$ cat src/rtl/slave_fifo_tx.sv
// Drains words from the slave-FIFO buffer onto the FX3 GPIF-II slave-FIFO write bus,
// framing them into BURST_LEN packets and committing short packets with PKTEND.
module slave_fifo_tx #(
    parameter int unsigned DATA_WIDTH   = 32,
    parameter int unsigned BURST_LEN    = 256,
    parameter int unsigned IDLE_TIMEOUT = 16
) (
    input  logic                  fifo_clk,
    input  logic                  rst_n,
    input  logic                  enable,
    input  logic [DATA_WIDTH-1:0] fifo_dout,
    input  logic                  fifo_empty,
    output logic                  fifo_read,
    input  logic                  fx3_full_n,
    output logic [DATA_WIDTH-1:0] fx3_data,
    output logic                  fx3_slwr_n,
    output logic                  fx3_pktend_n,
    output logic                  busy,
    output logic [15:0]           pkt_count
);

    localparam int unsigned WCNT_W = $clog2(BURST_LEN + 1);
    localparam int unsigned ICNT_W = (IDLE_TIMEOUT > 1) ? $clog2(IDLE_TIMEOUT) : 1;
    localparam logic [WCNT_W-1:0] BURST_FULL = WCNT_W'(BURST_LEN);
    localparam logic [WCNT_W-1:0] BURST_LAST = WCNT_W'(BURST_LEN - 1);
    localparam logic [ICNT_W-1:0] IDLE_LAST  = ICNT_W'(IDLE_TIMEOUT - 1);

    typedef enum logic [2:0] {
        S_IDLE,
        S_STREAM,
        S_GAP,
        S_DRAIN,
        S_PKTEND
    } state_e;

    state_e                state_q, state_d;
    logic [WCNT_W-1:0]     word_cnt_q, word_cnt_d;
    logic [ICNT_W-1:0]     idle_cnt_q, idle_cnt_d;
    logic [15:0]           pkt_cnt_q, pkt_cnt_d;
    logic                  pktend_n_q, pktend_n_d;
    logic                  busy_q, busy_d;
    logic                  pop_d_q;
    logic                  slwr_n_q;
    logic [DATA_WIDTH-1:0] data_q;
    logic                  pop_c;
    logic                  pipe_empty_c;

    // Pop only while streaming with room in the packet and no FX3 backpressure.
    assign pop_c = (state_q == S_STREAM) & enable & ~fifo_empty & fx3_full_n
                   & (word_cnt_q < BURST_FULL);
    // Nothing popped and not yet written, and no write on the bus this cycle.
    assign pipe_empty_c = ~pop_d_q & slwr_n_q;

    always_comb begin
        state_d    = state_q;
        word_cnt_d = word_cnt_q;
        idle_cnt_d = idle_cnt_q;
        pkt_cnt_d  = pkt_cnt_q;
        pktend_n_d = 1'b1;
        case (state_q)
            S_IDLE: begin
                word_cnt_d = '0;
                idle_cnt_d = '0;
                if (enable) state_d = S_STREAM;
            end
            S_STREAM: begin
                if (pop_c) begin
                    word_cnt_d = word_cnt_q + WCNT_W'(1);
                    idle_cnt_d = '0;
                    if (word_cnt_q == BURST_LAST) state_d = S_GAP;
                end else if (!enable) begin
                    if (word_cnt_q != '0)   state_d = S_DRAIN;
                    else if (pipe_empty_c)  state_d = S_IDLE;
                end else if ((word_cnt_q != '0) && fx3_full_n) begin
                    // Backpressure freezes the idle counter so it never closes a packet.
                    if (idle_cnt_q == IDLE_LAST) state_d = S_DRAIN;
                    else                         idle_cnt_d = idle_cnt_q + ICNT_W'(1);
                end
            end
            S_GAP: begin
                if (pipe_empty_c) begin
                    word_cnt_d = '0;
                    idle_cnt_d = '0;
                    pkt_cnt_d  = pkt_cnt_q + 16'd1;
                    state_d    = enable ? S_STREAM : S_IDLE;
                end
            end
            S_DRAIN: begin
                if (pipe_empty_c) begin
                    state_d    = S_PKTEND;
                    pktend_n_d = 1'b0;
                end
            end
            S_PKTEND: begin
                word_cnt_d = '0;
                idle_cnt_d = '0;
                pkt_cnt_d  = pkt_cnt_q + 16'd1;
                state_d    = enable ? S_STREAM : S_IDLE;
            end
            default: state_d = S_IDLE;
        endcase
        busy_d = (state_d != S_IDLE) | pop_c | pop_d_q;
    end

    always_ff @(posedge fifo_clk or negedge rst_n) begin
        if (!rst_n) begin
            state_q    <= S_IDLE;
            word_cnt_q <= '0;
            idle_cnt_q <= '0;
            pkt_cnt_q  <= '0;
            pktend_n_q <= 1'b1;
            busy_q     <= 1'b0;
            pop_d_q    <= 1'b0;
            slwr_n_q   <= 1'b1;
            data_q     <= '0;
        end else begin
            state_q    <= state_d;
            word_cnt_q <= word_cnt_d;
            idle_cnt_q <= idle_cnt_d;
            pkt_cnt_q  <= pkt_cnt_d;
            pktend_n_q <= pktend_n_d;
            busy_q     <= busy_d;
            pop_d_q    <= pop_c;
            slwr_n_q   <= ~pop_d_q;
            if (pop_d_q) data_q <= fifo_dout;
        end
    end

    assign fifo_read    = pop_c;
    assign fx3_data     = data_q;
    assign fx3_slwr_n   = slwr_n_q;
    assign fx3_pktend_n = pktend_n_q;
    assign busy         = busy_q;
    assign pkt_count    = pkt_cnt_q;

endmodule

$ cat config.mk
export PLATFORM = sky130hd
export DESIGN_NAME = slave_fifo_tx
export DESIGN_NICKNAME = d
export VERILOG_FILES = /design/src/rtl/slave_fifo_tx.sv
export SDC_FILE = /design/constraint.sdc
export NUM_CORES = 1
export LEC_CHECK = 0
export ABC_AREA = 1
export ABC_CLOCK_PERIOD_IN_PS = 4240
export BUFFER_PORTS_ARGS = -buffer_cell sky130_fd_sc_hd__buf_2
export CAP_MARGIN = 10
export CELL_PAD_IN_SITES_DETAIL_PLACEMENT = 1
export CELL_PAD_IN_SITES_GLOBAL_PLACEMENT = 1
export CORE_ASPECT_RATIO = 0.6
export CORE_UTILIZATION = 40
export CTS_CLUSTER_DIAMETER = 150
export DETAILED_ROUTE_END_ITERATION = 16
export GPL_TIMING_DRIVEN = 0
export PLACE_DENSITY = 0.93
export SKIP_LAST_GASP = 1
export SLEW_MARGIN = 10
export SYNTH_ARGS = -nofsm -noshare
export SYNTH_HDL_FRONTEND = slang
export SYNTH_SLANG_ARGS = --single-unit
export TNS_END_PERCENT = 20
$ cat constraint.sdc
create_clock -name fifo_clk -period 4.24 [get_ports fifo_clk]
set_input_delay 0.424 -clock fifo_clk [delete_from_list [all_inputs] [get_ports fifo_clk]]
set_output_delay 0.424 -clock fifo_clk [all_outputs]
set_load 0.02 [all_outputs]
==> results.tsv <==
stage	metric	value	unit
status	status	finished, final reports clean	
critical_path	crit_path_start_kind	register	
synthesis	synth_area	3382	um2
route	viasPerCell	4.931	
placed_design	numPortBuffers	88	
floorplanning	initial_utilization	0.4207	
job	max_cap_violations	0	
power	vdd_drop_max	0.3309	mV
synthesis	synth_top_area_cell	dfrtp_1	
timing	final_hold_viol_count	0	
floorplanning	dieArea	8839	um2
critical_path	cp.arrival	2.47	ns
route	vias	3141	
timing	finalSetupViolations	0	
power	p_sw_frac	0.4165	
synthesis	ys_warn_count	0	
final_layout	antenna_cells	0	
synthesis	netlist.area_leader.share	0.4883	
power	p_sw	1.151	mW
power	total_power	2.763	mW
clock_tree	clock-sinks	68	
clock_tree	cts_resized	0	
critical_path	critPathCaptureType	register	
route	finalWirelength	9341	um
critical_path	rr_startpoint	word_cnt_q[5]	
clock_tree	cts_root_buf	clkbuf_16	
timing	fin_setup_tns	0	ns
power	p_per_area	653.0	nW/um2
timing	fmax	444.6	MHz
floorplanning	row_count	25	
grt	grt_pass1_vias	3134	
synthesis	synthesis.nets	467	
clock_tree	ctsLongestPathBuffers	2	
grt	met2_usage	0.3678	
floorplanning	io_pins	89	
floorplanning	core-area	8039	um2
critical_path	reg2reg_to	busy	
grt	grt_antenna_before_repair	0	
final_layout	final_cell_mix	nand2_1, buf_2, dfrtp_1	
route	drt-pass1-iter-count	4	
grt	grt_pass1_wl	15410	um
synthesis	avgSynthCellArea	7.958	um2
hold_path	hp-class	in2async	
synthesis	yosysUniqueCellTypes	28	
power	clockPowerShare	0.236	
grt	grt_start_max_net_pins	42	
grt	grtUsageTotal	0.2300	
placed_design	finalWeightedCongestion	0.8606	
power	p_leak	2.263	nW
critical_path	worst-path-max-fanout	4	
clock_tree	htreeDepth	3	
grt	gr-total-overflow	0	
grt	use_met3	0.08047	
clock_tree	hold_buffers	0	
synthesis	ys_ff_latch	68	
final_layout	fillers	1017	
power	p_comb_frac	0.396	
synthesis	syn_inst	425	
critical_path	critPathKind	reg2reg	
critical_path	crit_required	4.46	ns
clock_tree	clk_pin_slew	0.05	ns
route	ant_nets	0	
clock_tree	clock_latency	0.33	ns
clock_tree	cts_setup_buffers	0	
timing	fin_crit_sh	0.5304	
critical_path	rrSetupSlack	1.99	ns
timing	rsz0062_at_grt	false	
timing	worst_pin_slew	0.5631	ns
grt	grt.busiest_layer	met2	
route	routedWlPerCell	14.66	um
synthesis	yosys-top-cells-area	dfrtp_1, nand2_1, inv_1	
floorplanning	die_y	73.23	um
power	seqPwrFrac	0.368	
placed_design	dp_hpwl	7125	um
floorplanning	die_x	120.7	um
timing	maxSlewHeadroom	0.6246	
clock_tree	cts_made_buffers	9	
final_layout	syn_to_final_growth	25.12	%
clock_tree	cts_tree	yes	
route	drt_iter0_markers	78	
timing	clock_skew	0.003717	ns
timing	min_period	2.249	ns
grt	grtUsageMet1	0.2991	
timing	drv_slew	0	
final_layout	layout_commonest_cell	nand2_1	
power	p_int	1.613	mW
final_layout	nNetsFinal	567	
synthesis	synth_seq_area_share	0.5039	
route	drc	0	
critical_path	worstRegToRegCells	14	
final_layout	drive_above_1_share	0.2420	
[area by class of cell]
type	instances	area, um2	area share
flip-flops and latches	68	1704	0.4027
multi-input cells	300	1425	0.3368
repair buffers	89	462.9	0.1094
clock buffers	12	236.5	0.05588
inverters	47	185.2	0.04376
well taps	108	135.1	0.03193
plain buffers	10	67.56	0.01597
clock inverters	3	15.01	0.003548
[kinds of logic (layout without fill, tap and decap cells)]
| kind of cell | count (synthesis) | in the layout | share of synthesized area |
|---|---|---|---|
| buffers and inverters | 57 | 161 | 0.07473 |
| AND/OR/NAND/NOR | 251 | 251 | 0.3171 |
| XOR/XNOR | 13 | 13 | 0.03367 |
| adder cells (fa/ha/maj) | 5 | 5 | 0.01850 |
| AO/OA/AOI/OAI | 31 | 31 | 0.05216 |
| flip-flops | 68 | 68 | 0.5039 |
[critical path, stage by stage (launching register included)]
cell and delay (ns):
dfrtp_1 0.44, inv_1 0.12, nor3_1 0.43, nand3_1 0.21, nor2_1 0.14, ha_1 0.18, inv_1 0.05, nor2_1 0.08
nand3_1 0.08, nand2_1 0.07, nand2_1 0.05, nand3_1 0.10, nand2_1 0.08, inv_1 0.06, nand2_1 0.05
[registers in the layout, summed over array words and instances (netlist names)]
name,flops
word_cnt_q,9
fx3_pktend_n,1
pop_d_q,1
pkt_count,16
busy,1
state_q,3
idle_cnt_q,4
fx3_data,32
fx3_slwr_n,1
[power by group through the flow]
stage	clock, mW	combinational, mW	sequential, mW
after global placement	0	1.06	1.01
after detailed placement	0	1.11	1.02
after CTS	0.668	1.11	1.02
after global routing	0.695	1.21	1.04
after floorplan	0	0.504	1.23
final	0.651	1.09	1.02
[cells in the mapped netlist]
master	number
nand2_1	167
dfrtp_1	66
inv_1	42
nor2_1	40
nand3_1	20
o21ai_0	17
xor2_1	10
nand4_1	8
clkbuf_1	6
ha_1	5
nand2_4	5
o21ai_1	5
a21oi_1	4
buf_6	4
nand2_2	4
nor3_1	4
inv_4	3
xnor2_1	3
a21oi_2	2
dfstp_2	2
clkinv_2	1
inv_2	1
nand2_8	1
nand3_4	1
nor2_2	1
o21ai_2	1
o22ai_2	1
o31ai_1	1
[per-layer routing]
metal  routed length, um  up-vias
met1                4432     1535
met4                 114        0
met2                4192       82
met3                 601       12
met5                   0        -
li1                    -     1512
[per-stage QoR]
| step | instance area (um2) | cells | hold slack [ns] | setup slack [ns] | utilization |
|---|---|---|---|---|---|
| floorplan | 3382 | 425 | 0.1284 | 2.597 | - |
| global placement | 3958 | 621 | 0.4487 | 2.299 | 0.4923 |
| finish | 4232 | 637 | 0.01223 | 1.991 | 0.5264 |
| global route | 4232 | 637 | 0.03272 | 1.790 | 0.5264 |
| CTS | 4232 | 637 | 0.01820 | 2.054 | 0.5264 |
| detailed placement | 3980 | 622 | 0.3724 | 2.143 | 0.4951 |
[how the worst max path moves through the flow]
stage                       to  depth (start not counted)           from
after detailed placement  busy                         14  word_cnt_q[5]
after floorplan           busy                         14  word_cnt_q[5]
after global routing      busy                         14  word_cnt_q[5]
final                     busy                         14  word_cnt_q[5]
after global placement    busy                         14  word_cnt_q[5]
after CTS                 busy                         14  word_cnt_q[5]
(Power assumes the default switching activity.)
